**src/rtl/fetch_stage.sv**
```systemverilog
// fetch_stage: IF stage of the single-issue RV32 core.
// Owns the PC and drives it to the combinational instruction memory. Each edge it
// latches {pc, pc+4, inst, valid} into the IF/ID register. The register is held
// when decode stalls. It is loaded with a bubble on a redirect or while halted.
// The halt opcode stops fetch after decode has seen the halt word once.
// Optional build macro: FETCH_PERF_CNT_EN adds saturating fetch/stall counters.
// When the macro is undefined, fetch_cnt_o and stall_cnt_o read as zero.
module fetch_stage #(
    parameter logic [31:0] RESET_PC    = 32'h0000_0000,
    parameter logic [31:0] NOP_INST    = 32'h0000_0033,
    parameter logic [6:0]  HALT_OPCODE = 7'h7F
) (
    input  logic        clk,
    input  logic        rst_n,
    input  logic        stall_i,
    input  logic        redirect_i,
    input  logic [31:0] redirect_pc_i,
    output logic [31:0] imem_pc_o,
    input  logic [31:0] imem_inst_i,
    output logic [31:0] if_id_pc_o,
    output logic [31:0] if_id_pc4_o,
    output logic [31:0] if_id_inst_o,
    output logic        if_id_valid_o,
    output logic        halted_o,
    output logic [31:0] fetch_cnt_o,
    output logic [31:0] stall_cnt_o
);

    typedef enum logic [0:0] {
        ST_RUN    = 1'b0,
        ST_HALTED = 1'b1
    } state_t;

    state_t      state_reg, state_next;
    logic [31:0] pc_reg, pc_next;
    logic [31:0] if_id_pc_reg, if_id_pc_next;
    logic [31:0] if_id_pc4_reg, if_id_pc4_next;
    logic [31:0] if_id_inst_reg, if_id_inst_next;
    logic        if_id_valid_reg, if_id_valid_next;

    logic [31:0] pc_plus4;
    logic        is_halt;
    logic        fetch_load;

    // PC+4 wraps naturally modulo 2^32.
    assign pc_plus4 = pc_reg + 32'd4;
    assign is_halt  = (imem_inst_i[6:0] == HALT_OPCODE);

    // A real instruction enters IF/ID only in RUN when there is no redirect and no stall.
    assign fetch_load = !redirect_i && !stall_i && (state_reg == ST_RUN);

    // FSM state register.
    always_ff @(posedge clk or negedge rst_n) begin
        if (!rst_n) begin
            state_reg <= ST_RUN;
        end else begin
            state_reg <= state_next;
        end
    end

    // FSM next state: a redirect always resumes, a stall freezes, and a halt word in RUN stops fetch.
    always_comb begin
        state_next = state_reg;
        if (redirect_i) begin
            state_next = ST_RUN;
        end else if (stall_i) begin
            state_next = state_reg;
        end else if (state_reg == ST_RUN && is_halt) begin
            state_next = ST_HALTED;
        end
    end

    // FSM outputs.
    always_comb begin
        halted_o = (state_reg == ST_HALTED);
    end

    // Next PC and IF/ID contents, in the same priority order as the state transitions.
    always_comb begin
        pc_next          = pc_reg;
        if_id_pc_next    = if_id_pc_reg;
        if_id_pc4_next   = if_id_pc4_reg;
        if_id_inst_next  = if_id_inst_reg;
        if_id_valid_next = if_id_valid_reg;
        if (redirect_i) begin
            // Squash: the bubble keeps the old pc/pc4. Misaligned targets are aligned down.
            pc_next          = redirect_pc_i & ~32'h3;
            if_id_inst_next  = NOP_INST;
            if_id_valid_next = 1'b0;
        end else if (stall_i) begin
            pc_next = pc_reg;
        end else if (state_reg == ST_RUN) begin
            if_id_pc_next    = pc_reg;
            if_id_pc4_next   = pc_plus4;
            if_id_inst_next  = imem_inst_i;
            if_id_valid_next = 1'b1;
            // The halt word is delivered once, and the PC then parks on it.
            pc_next          = is_halt ? pc_reg : pc_plus4;
        end else begin
            if_id_inst_next  = NOP_INST;
            if_id_valid_next = 1'b0;
        end
    end

    // PC and IF/ID pipeline registers.
    always_ff @(posedge clk or negedge rst_n) begin
        if (!rst_n) begin
            pc_reg          <= RESET_PC;
            if_id_pc_reg    <= 32'h0;
            if_id_pc4_reg   <= 32'h0;
            if_id_inst_reg  <= NOP_INST;
            if_id_valid_reg <= 1'b0;
        end else begin
            pc_reg          <= pc_next;
            if_id_pc_reg    <= if_id_pc_next;
            if_id_pc4_reg   <= if_id_pc4_next;
            if_id_inst_reg  <= if_id_inst_next;
            if_id_valid_reg <= if_id_valid_next;
        end
    end

    assign imem_pc_o     = pc_reg;
    assign if_id_pc_o    = if_id_pc_reg;
    assign if_id_pc4_o   = if_id_pc4_reg;
    assign if_id_inst_o  = if_id_inst_reg;
    assign if_id_valid_o = if_id_valid_reg;

`ifdef FETCH_PERF_CNT_EN
    // Index 0 counts delivered instructions. Index 1 counts stall cycles seen in RUN.
    logic [1:0]  cnt_inc;
    logic [31:0] cnt_val [2];

    assign cnt_inc[0] = fetch_load;
    assign cnt_inc[1] = stall_i && !redirect_i && (state_reg == ST_RUN);

    genvar gi;
    generate
        for (gi = 0; gi < 2; gi++) begin : g_cnt
            logic [31:0] cnt_reg;

            // Saturating event counter, cleared only by reset.
            always_ff @(posedge clk or negedge rst_n) begin
                if (!rst_n) begin
                    cnt_reg <= 32'h0;
                end else if (cnt_inc[gi] && (cnt_reg != 32'hFFFF_FFFF)) begin
                    cnt_reg <= cnt_reg + 32'd1;
                end
            end

            assign cnt_val[gi] = cnt_reg;
        end
    endgenerate

    assign fetch_cnt_o = cnt_val[0];
    assign stall_cnt_o = cnt_val[1];
`else
    assign fetch_cnt_o = 32'h0;
    assign stall_cnt_o = 32'h0;
`endif

endmodule

```
**config.mk**
```make
export PLATFORM = sky130hd
export DESIGN_NAME = fetch_stage
export DESIGN_NICKNAME = d
export VERILOG_FILES = /design/src/rtl/fetch_stage.sv
export SDC_FILE = /design/constraint.sdc
export NUM_CORES = 1
export LEC_CHECK = 0
export CORE_MARGIN = 3
export CORE_UTILIZATION = 25
export CTS_CLUSTER_DIAMETER = 80
export DETAILED_ROUTE_END_ITERATION = 10
export GPL_TIMING_DRIVEN = 0
export PLACE_DENSITY = 0.48
export REMOVE_ABC_BUFFERS = 1
export SLEW_MARGIN = 20
export SYNTH_ARGS = -nofsm -noshare
export SYNTH_HDL_FRONTEND = slang
export SYNTH_SLANG_ARGS = --single-unit
export TNS_END_PERCENT = 20
```
**constraint.sdc**
```tcl
create_clock -name clk -period 3 [get_ports clk]
set_clock_uncertainty 0.1 [all_clocks]
set_input_delay 0.45 -clock clk [delete_from_list [all_inputs] [get_ports clk]]
set_output_delay 0.45 -clock clk [all_outputs]
set_load 0.1 [all_outputs]
```
Word level (Yosys, flattened, before mapping)
Cells that the tools add are included.

word-level totals
  register bits = 130
  latch bits = 0
  bits in writable memories = 0
  memory bits (read-only) = 0
  bits of input ports = 68
  output and inout port bits = 194
  logic and storage cells = 32
  memories = 0

cells by class
  add/sub/neg operators = 1
  $mul = 0
  divide/modulo/power cells = 0
  magnitude comparators = 0
  equality and inequality tests = 4
  shifts and indexed selects = 0
  multiplexer cells = 13
  bitwise gates (word level) = 3
  reductions and logical operators = 5

operators with widths
  kind                   number
  $mux 32                7
  $add 32x3->32 const B  1
  $eq 7x7->1 const B     1
  $mux 1                 6
  $reduce_and 3->1       2
  $ne 2x2->1 const B     2
  $not 1->1              3
  $ne 2x1->1 const B     1
  $reduce_and 2->1       1
  $reduce_bool 2->1      1
  $logic_and 1x1->1      1

Logic depth before layout (Yosys ltp)
Gate-level depths: netlist of run 1.

  depth after elaboration = 5
  mapped depth = 7

Worst setup path before layout of run 1
Ideal clock, no wire load.

  path type = register to register
  start = register pc_reg[2], in the netlist imem_pc_o[2]
  end = register pc_reg[20], in the netlist imem_pc_o[20]
  arrival = 2.519 ns
  data required time = 2.732 ns
  setup slack = 0.213 ns
  cell stages (with the launch flop) = 7
  buffers on the path = 0
  period minus slack after synthesis = 2.787 ns
  cell sequence = dfrtp_1 ha_1 nand3_1 nor4_4 nand4_1 o21ai_0 o311ai_1

on the way
  cells in the longest elaborated chain, start to end = 5

ends and longest elaborated chain
  element                   line  RTL
  start: declaration        35    logic [31:0] pc_reg, pc_next;
  start signal: assignment  114   pc_reg <= pc_next;
  $add 32x3->32             46    assign pc_plus4 = pc_reg + 32'd4;
  $mux 32                   98    pc_next = is_halt ? pc_reg : pc_plus4;
  $mux 32                   92    end else if (state_reg == ST_RUN) begin
  $mux 32                   90    end else if (stall_i) begin
  $mux 32                   85    if (redirect_i) begin

Every way passes these cells. The select of a mux whose other input is x is not followed.
A chain may end at the register's enable or synchronous reset.

Worst setup path in the final report of run 1
  start = register pc_reg[17], in the netlist imem_pc_o[17]
  end = output port imem_pc_o[17]

RTL lines
  element           line  RTL
  end: declaration  18    output logic [31:0] imem_pc_o,

No word-level cell between the ends.

==> summary.md, run 1 <==
| Metric | Value |
|---|---|
| Detail Placement HPWL | ~12 mm |
| Vias in the first global route | roughly 5000 |
| CTS Buf Count | 17 |
| Slowest cell on the critical path | clkdlybuf4s50_1 |
| Cell Chain, Critical Path | clkdlybuf4s50_1 |
| Rel. slew slack | 32.2% |
| Total gr overflow | 0 |
| Clk root buf | clkbuf_16 |
| Ys flop type | dfrtp_1 |
| Die X | 161 um |
| Register area share after synthesis | around 52% |
| Placed cell count | 1107 |
| Syn Std Cell Area | ~6000 um^2 |
| Critical path type | flip-flop to output port |
| Worst slew pin tran | about 1.0 ns |
| Crit path required time | between 2 and 2.5 ns |
| Mapped Cells | about 630 |
| Crit. Startpoint | imem_pc_o[17]$_DFFE_PN0P_ |
| Worst path depth | 1 |
| Vias per inst | roughly 4.2 |
| CP Max Fanout | 10 |
| WL final | 17.5 mm |
| Clock sink total | between 100 and 150 |
| Hold Crit Class | flip-flop to flip-flop |
| Final setup fails | 0 |
| Async set-reset flop share out of synthesis | between 90% and 100% |
| Crit-path leading delay family | buffers and inverters |
| FP Rows | 56 |
| Setup crit end kind | output port |
| PwrDens | 782 nW/um^2 |
| Antenna viol nets, final | 0 |
| Peak VDD IR | between 0.0002 and 0.0003 V |
| Worst hold path depth | 2 |
| Layout Utilization | between 30% and 40% |
| GPL Wtd Cong | just under 0.7 |
| WHS | around 0.37 ns |
| H-tree Lvls | 4 |
| I/O pin count | ~260 |
| Clock network power share | between 30% and 40% |
| Die footprint | between 20000 and 30000 um^2 |
| Final Hold Viols | 0 |
| Die height | roughly 160 um |
| Status | complete, no violations |
| Sw Ratio | 46.3% |
| Min-delay src | if_id_pc_o[20]$_DFFE_PN0P_ |
| Fin crit period | between 2 and 3 ns |
| Clock slew at reported path FFs | about 0.06 ns |
| Commonest non-fill, non-tap cell in the layout | clkdlybuf4s50_1 |
| Yosys warnings | 0 |
| CP Launch Type | flip-flop |
| Final non-filler cell total | approximately 1100 |
| Max incr delay on CP | roughly 1.2 ns |
| DRT iter0 DRCs | ~170 |
| Nets | a little under 900 |
| Core area | around 24000 um^2 |
| Total global-route track usage | a little over an eighth |
| Avg Cell Area, Syn | between 9 and 10 um^2 |
| Comb power frac | 38.4% |
| Post-synth EDFFs | 0 |
| Largest net degree at the start of global routing | 67 |
| Clock Latency Late Sink | 0.41 ns |
| Count of final max-slew check failures | 0 |
| Power Internal | approximately 3.6 mW |
| N_diodes | 0 |
| Max Freq | 0.361 GHz |
| Global-route wire length before repair | ~28 mm |
| RSZ-0062 raised after global routing | no |
| Post-cts sizing count | 0 |
| Leak | 3.77 nW |
| Commonest cells after routing, fill and taps aside | 187 x clkdlybuf4s50_1, 165 x nand2_1, 120 x dfrtp_1 |
| Max-cap violations | 0 |
| Sequential power share | 30.0% |
| Layout filler cell count | 2472 |
| Reg2reg path depth | 6 |
| Wire per inst | around 15 um |
| Area growth, synth to finish | 43.8% |
| Starting Density | 25.6% |
| CTS Buffer Depth | 2 |
| Detailed-route DRC error count | 0 |
| CTS tree | done |
| RR Startpoint | imem_pc_o[2]$_DFFE_PN0P_ |
| Drt pass-1 iters | 4 |
| Buffers on Ports | roughly 190 |
| Psw | 3.13 mW |
| Yosys cell types | 45 |
| Initial antenna violation count | 0 |
| Yosys reg bits | 124 |
| Final Cycle Share | 92.4% |
| Crit path arrival time | 2.22 ns |
| CP Buf/Inv Count | 1 |
| Layout cell share with drive strength beyond 1 | ~7.4% |
| DR vias | ~4800 |
layout make-up:
type / instances / area [um^2] / area share (%)
Clock buffer: 17 / 425 / 4.92
Clock inverter: 15 / 175 / 2.02
Inverter: 1 / 3.75 / 0.0434
Multi-Input combinational cell: 463 / 2490 / 28.8
Sequential cell: 124 / 3110 / 35.9
Tap cell: 319 / 399 / 4.61
Timing Repair Buffer: 201 / 2050 / 23.7
power groups by stage:
stage          Combinational, mW  Clock, mW  Sequential, mW
4_1_cts                     2.62       2.22            2.03
3_3_place_gp                2.60          0            2.06
2_1_floorplan              0.622          0            3.38
3_5_place_dp                2.61          0            2.06
6_report                    2.59       2.14            2.03
5_1_grt                     2.69       2.29            2.06
path summary, 6_finish.rpt:
path                                                end  slack (ns)
min reg2reg                  if_id_pc_o[20]$_DFFE_PN0P_        0.37
max                                       imem_pc_o[17]        0.23
min                          if_id_pc_o[20]$_DFFE_PN0P_        0.37
max reg2reg                   imem_pc_o[26]$_DFFE_PN0P_        0.32
max in group asynchronous   if_id_inst_o[1]$_DFFE_PN1N_        1.64
min in group asynchronous  if_id_inst_o[12]$_DFFE_PN0N_        0.43
worst min-delay path, delay by kind of cell, from the launching register on:
kind,cells,cell delay [ns]
DFF,1,0.34
and+or+nand+nor,2,0.10
per-layer routing:
metal	vias up	global-route usage, %	part of all wire, %
met3	10	4.57	7.2
met2	166	21.0	45
li1	2334	-	-
met4	0	3.64	0.94
met1	2292	18.7	47
met5	-	0	0
logic make-up (layout without fill, tap and decap cells):
logic type	count (synthesis)	count (layout)	synth area share, %
AOI/OAI and AO/OA	107	107	11.9
xor gates and xnor gates	40	40	5.82
adders and majority gates	1	1	0.208
buffers and inverters	113	234	11.7
DFF	124	124	51.7
muxes	1	1	0.166
other	1	70	0.0623
and+or+nand+nor	244	244	18.5
cells in the mapped netlist, drive strengths merged, types with 6 or more instances:
library cell / count / area (um^2)
nand2: 166 / 626
dfrtp: 120 / 3000
buf: 83 / 589
o21ai: 55 / 275
clkbuf: 29 / 111
a22o: 28 / 245
xor2: 26 / 228
nand3: 18 / 95.1
nor2: 16 / 60.1
xnor2: 14 / 123
nand4: 12 / 96.3
nor2b: 7 / 43.8
nor3: 6 / 35.0
o311ai: 6 / 52.6
or3: 6 / 37.5
flip-flops by register name, indices dropped and copies added, names as in the netlist:
name,count
imem_pc_o,30
if_id_pc4_o,30
if_id_pc_o,30
if_id_valid_o,1
if_id_inst_o,32
halted_o,1
per-stage QoR:
stage	area [um^2]	TNS [ns]	total power, mW	setup WS (ns)
finish	8650	0	6.76	0.228
detailed placement	8040	0	4.67	0.175
global placement	7870	-1147.36	4.66	-11.69
CTS	8650	0	6.87	0.179
floorplan	5570	-138.15	4.01	-3.54
global route	8650	0	7.04	0.0112
timing repair:
item	in CTS	in global routing
buffers inserted	0	0
hold endpoints to repair	58	0
hold buffers	1	0
Note: power is estimated with default switching activity, not from simulation.
==> inputs of run 2 (changes only) <==
- PLACE_DENSITY: 0.48 -> 0.5
- clock period: 3 -> 2.5 ns (I/O delays scaled with it)
==> summary.md, run 2 (synthesized netlist as in run 1, its figures left out) <==
| Metric | Value |
|---|---|
| Status | complete, no violations |
| Nets | between 800 and 900 |
| Hold Crit Class | input pin to asynchronous set/reset pin |
| Die X | 161 um |
| Die height | ~160 um |
| Area growth, synth to finish | 44.2% |
| Final Cycle Share | 97.3% |
| Critical path type | flip-flop to output port |
| CP Max Fanout | 2 |
| Vias in the first global route | between 4000 and 5000 |
| N_diodes | 0 |
| Detailed-route DRC error count | 0 |
| Worst slew pin tran | slightly above 1 ns |
| Setup crit end kind | output port |
| Crit-path leading delay family | buffers and inverters |
| Crit path required time | 2.03 ns |
| Initial antenna violation count | 0 |
| Starting Density | between 20 and 30% |
| Global-route wire length before repair | between 20 and 30 mm |
| Commonest non-fill, non-tap cell in the layout | nand2_1 |
| DRT iter0 DRCs | between 200 and 250 |
| Final setup fails | 0 |
| Peak VDD IR | between 0.0003 and 0.0004 V |
| Sequential power share | a little under a third |
| Slowest cell on the critical path | clkdlybuf4s50_1 |
| Max Freq | approximately 0.41 GHz |
| CP Launch Type | flip-flop |
| Buffers on Ports | ~190 |
| Wire per inst | approximately 15 um |
| Clock network power share | 31.8% |
| Clock slew at reported path FFs | approximately 0.060 ns |
| RSZ-0062 raised after global routing | no |
| WL final | around 18 mm |
| FP Rows | 56 |
| Max incr delay on CP | approximately 1.2 ns |
| Layout cell share with drive strength beyond 1 | under 10% |
| Comb power frac | around two fifths |
| CP Buf/Inv Count | 1 |
| Drt pass-1 iters | 5 |
| Cell Chain, Critical Path | clkdlybuf4s50_1 |
| Placed cell areas | between 8000 and 9000 um^2 |
| Crit path arrival time | slightly below 2 ns |
| Leak | a little under 4 nW |
| CTS Buffer Depth | 2 |
| DR vias | around 4900 |
| Post-route cell area | 8670 um^2 |
| CTS tree | done |
| Max-cap violations | 0 |
| Rel. slew slack | 31.2% |
| Antenna viol nets, final | 0 |
| RR Startpoint | imem_pc_o[2]$_DFFE_PN0P_ |
| Psw | between 3 and 4 mW |
| Power Internal | about 4.3 mW |
| Setup TNS | 0 ns |
| Sw Ratio | roughly 47% |
| CTS Buf Count | 17 |
| Core area | around 24000 um^2 |
| Detail Placement HPWL | approximately 12 mm |
| I/O pin count | between 200 and 300 |
| Fin crit period | 2.43 ns |
| Largest net degree at the start of global routing | 65 |
| Layout filler cell count | 2438 |
| Crit. Startpoint | if_id_inst_o[20]$_DFFE_PN0N_ |
| Vias per inst | roughly 4.2 |
| Final Hold Viols | 0 |
| GPL Wtd Cong | 0.702 |
| Total global-route track usage | ~14% |
| Total gr overflow | 0 |
| Clock Latency Late Sink | around 0.43 ns |
| Clk root buf | clkbuf_16 |
| R2R Setup Slk | about 0.22 ns |
| Count of final max-slew check failures | 0 |
| H-tree Lvls | 4 |
| Commonest cells after routing, fill and taps aside | 165 x nand2_1, 152 x clkdlybuf4s50_1, 119 x dfrtp_1 |
| Largest register FFs | 32 |
| Die footprint | about 26000 um^2 |
| PwrDens | 933 nW/um^2 |
| Clock sink total | 124 |
-- run 2: power groups by stage --
stage	Clock, mW	Combinational (mW)	Sequential [mW]
floorplan	0	0.746	4.06
CTS	2.65	3.11	2.44
global placement	0	3.12	2.47
detailed placement	0	3.14	2.47
global route	2.75	3.19	2.48
finish	2.57	3.08	2.43
-- run 2: area by class of cell --
type	count	area, um^2	area share [%]
clock inverters	15	176	2.03
clock buffers	17	425	4.90
multi-input cells	463	2500	28.8
inverters	1	3.75	0.0433
well taps	319	399	4.60
flip-flops and latches	124	3110	35.8
repair buffers	207	2060	23.8
-- run 2: repair_timing --
| item | CTS | global route |
|---|---|---|
| buffers inserted | 2 | 4 |
| hold endpoints to repair | 60 | 0 |
| hold buffers | 1 | 0 |
| setup endpoints to repair | 52 | 21 |
| pin swaps | 1 | 1 |
| gates resized for setup | 37 | 3 |
-- run 2: path summary, 6_finish.rpt --
path,cells after the start,endpoint
min reg2reg,2,if_id_pc_o[20]$_DFFE_PN0P_
max reg2reg,7,imem_pc_o[20]$_DFFE_PN0P_
max,1,if_id_inst_o[20]
min,2,if_id_inst_o[10]$_DFFE_PN0N_
min in group clk,2,if_id_pc_o[20]$_DFFE_PN0P_
max in group asynchronous,3,imem_pc_o[10]$_DFFE_PN0P_
-- run 2: metal layers --
metal	track usage, %	share of wire [%]
met5	0	0
met4	4.11	0.92
met3	4.74	7.9
met2	20.4	45
met1	18.5	46
-- run 2: per-stage QoR --
step	worst slack [ns]	power, mW	instances	util, %	hold WS [ns]
2_1_floorplan	-4.04	4.81	588	-	-0.0206
3_3_place_gp	-12.04	5.59	1096	33.4	0.359
3_5_place_dp	-0.307	5.61	1107	34.2	0.260
4_1_cts	-0.0245	8.20	1142	36.7	0.376
5_1_grt	0.0119	8.42	1146	36.8	0.404
6_report	0.0671	8.09	1146	36.8	0.370
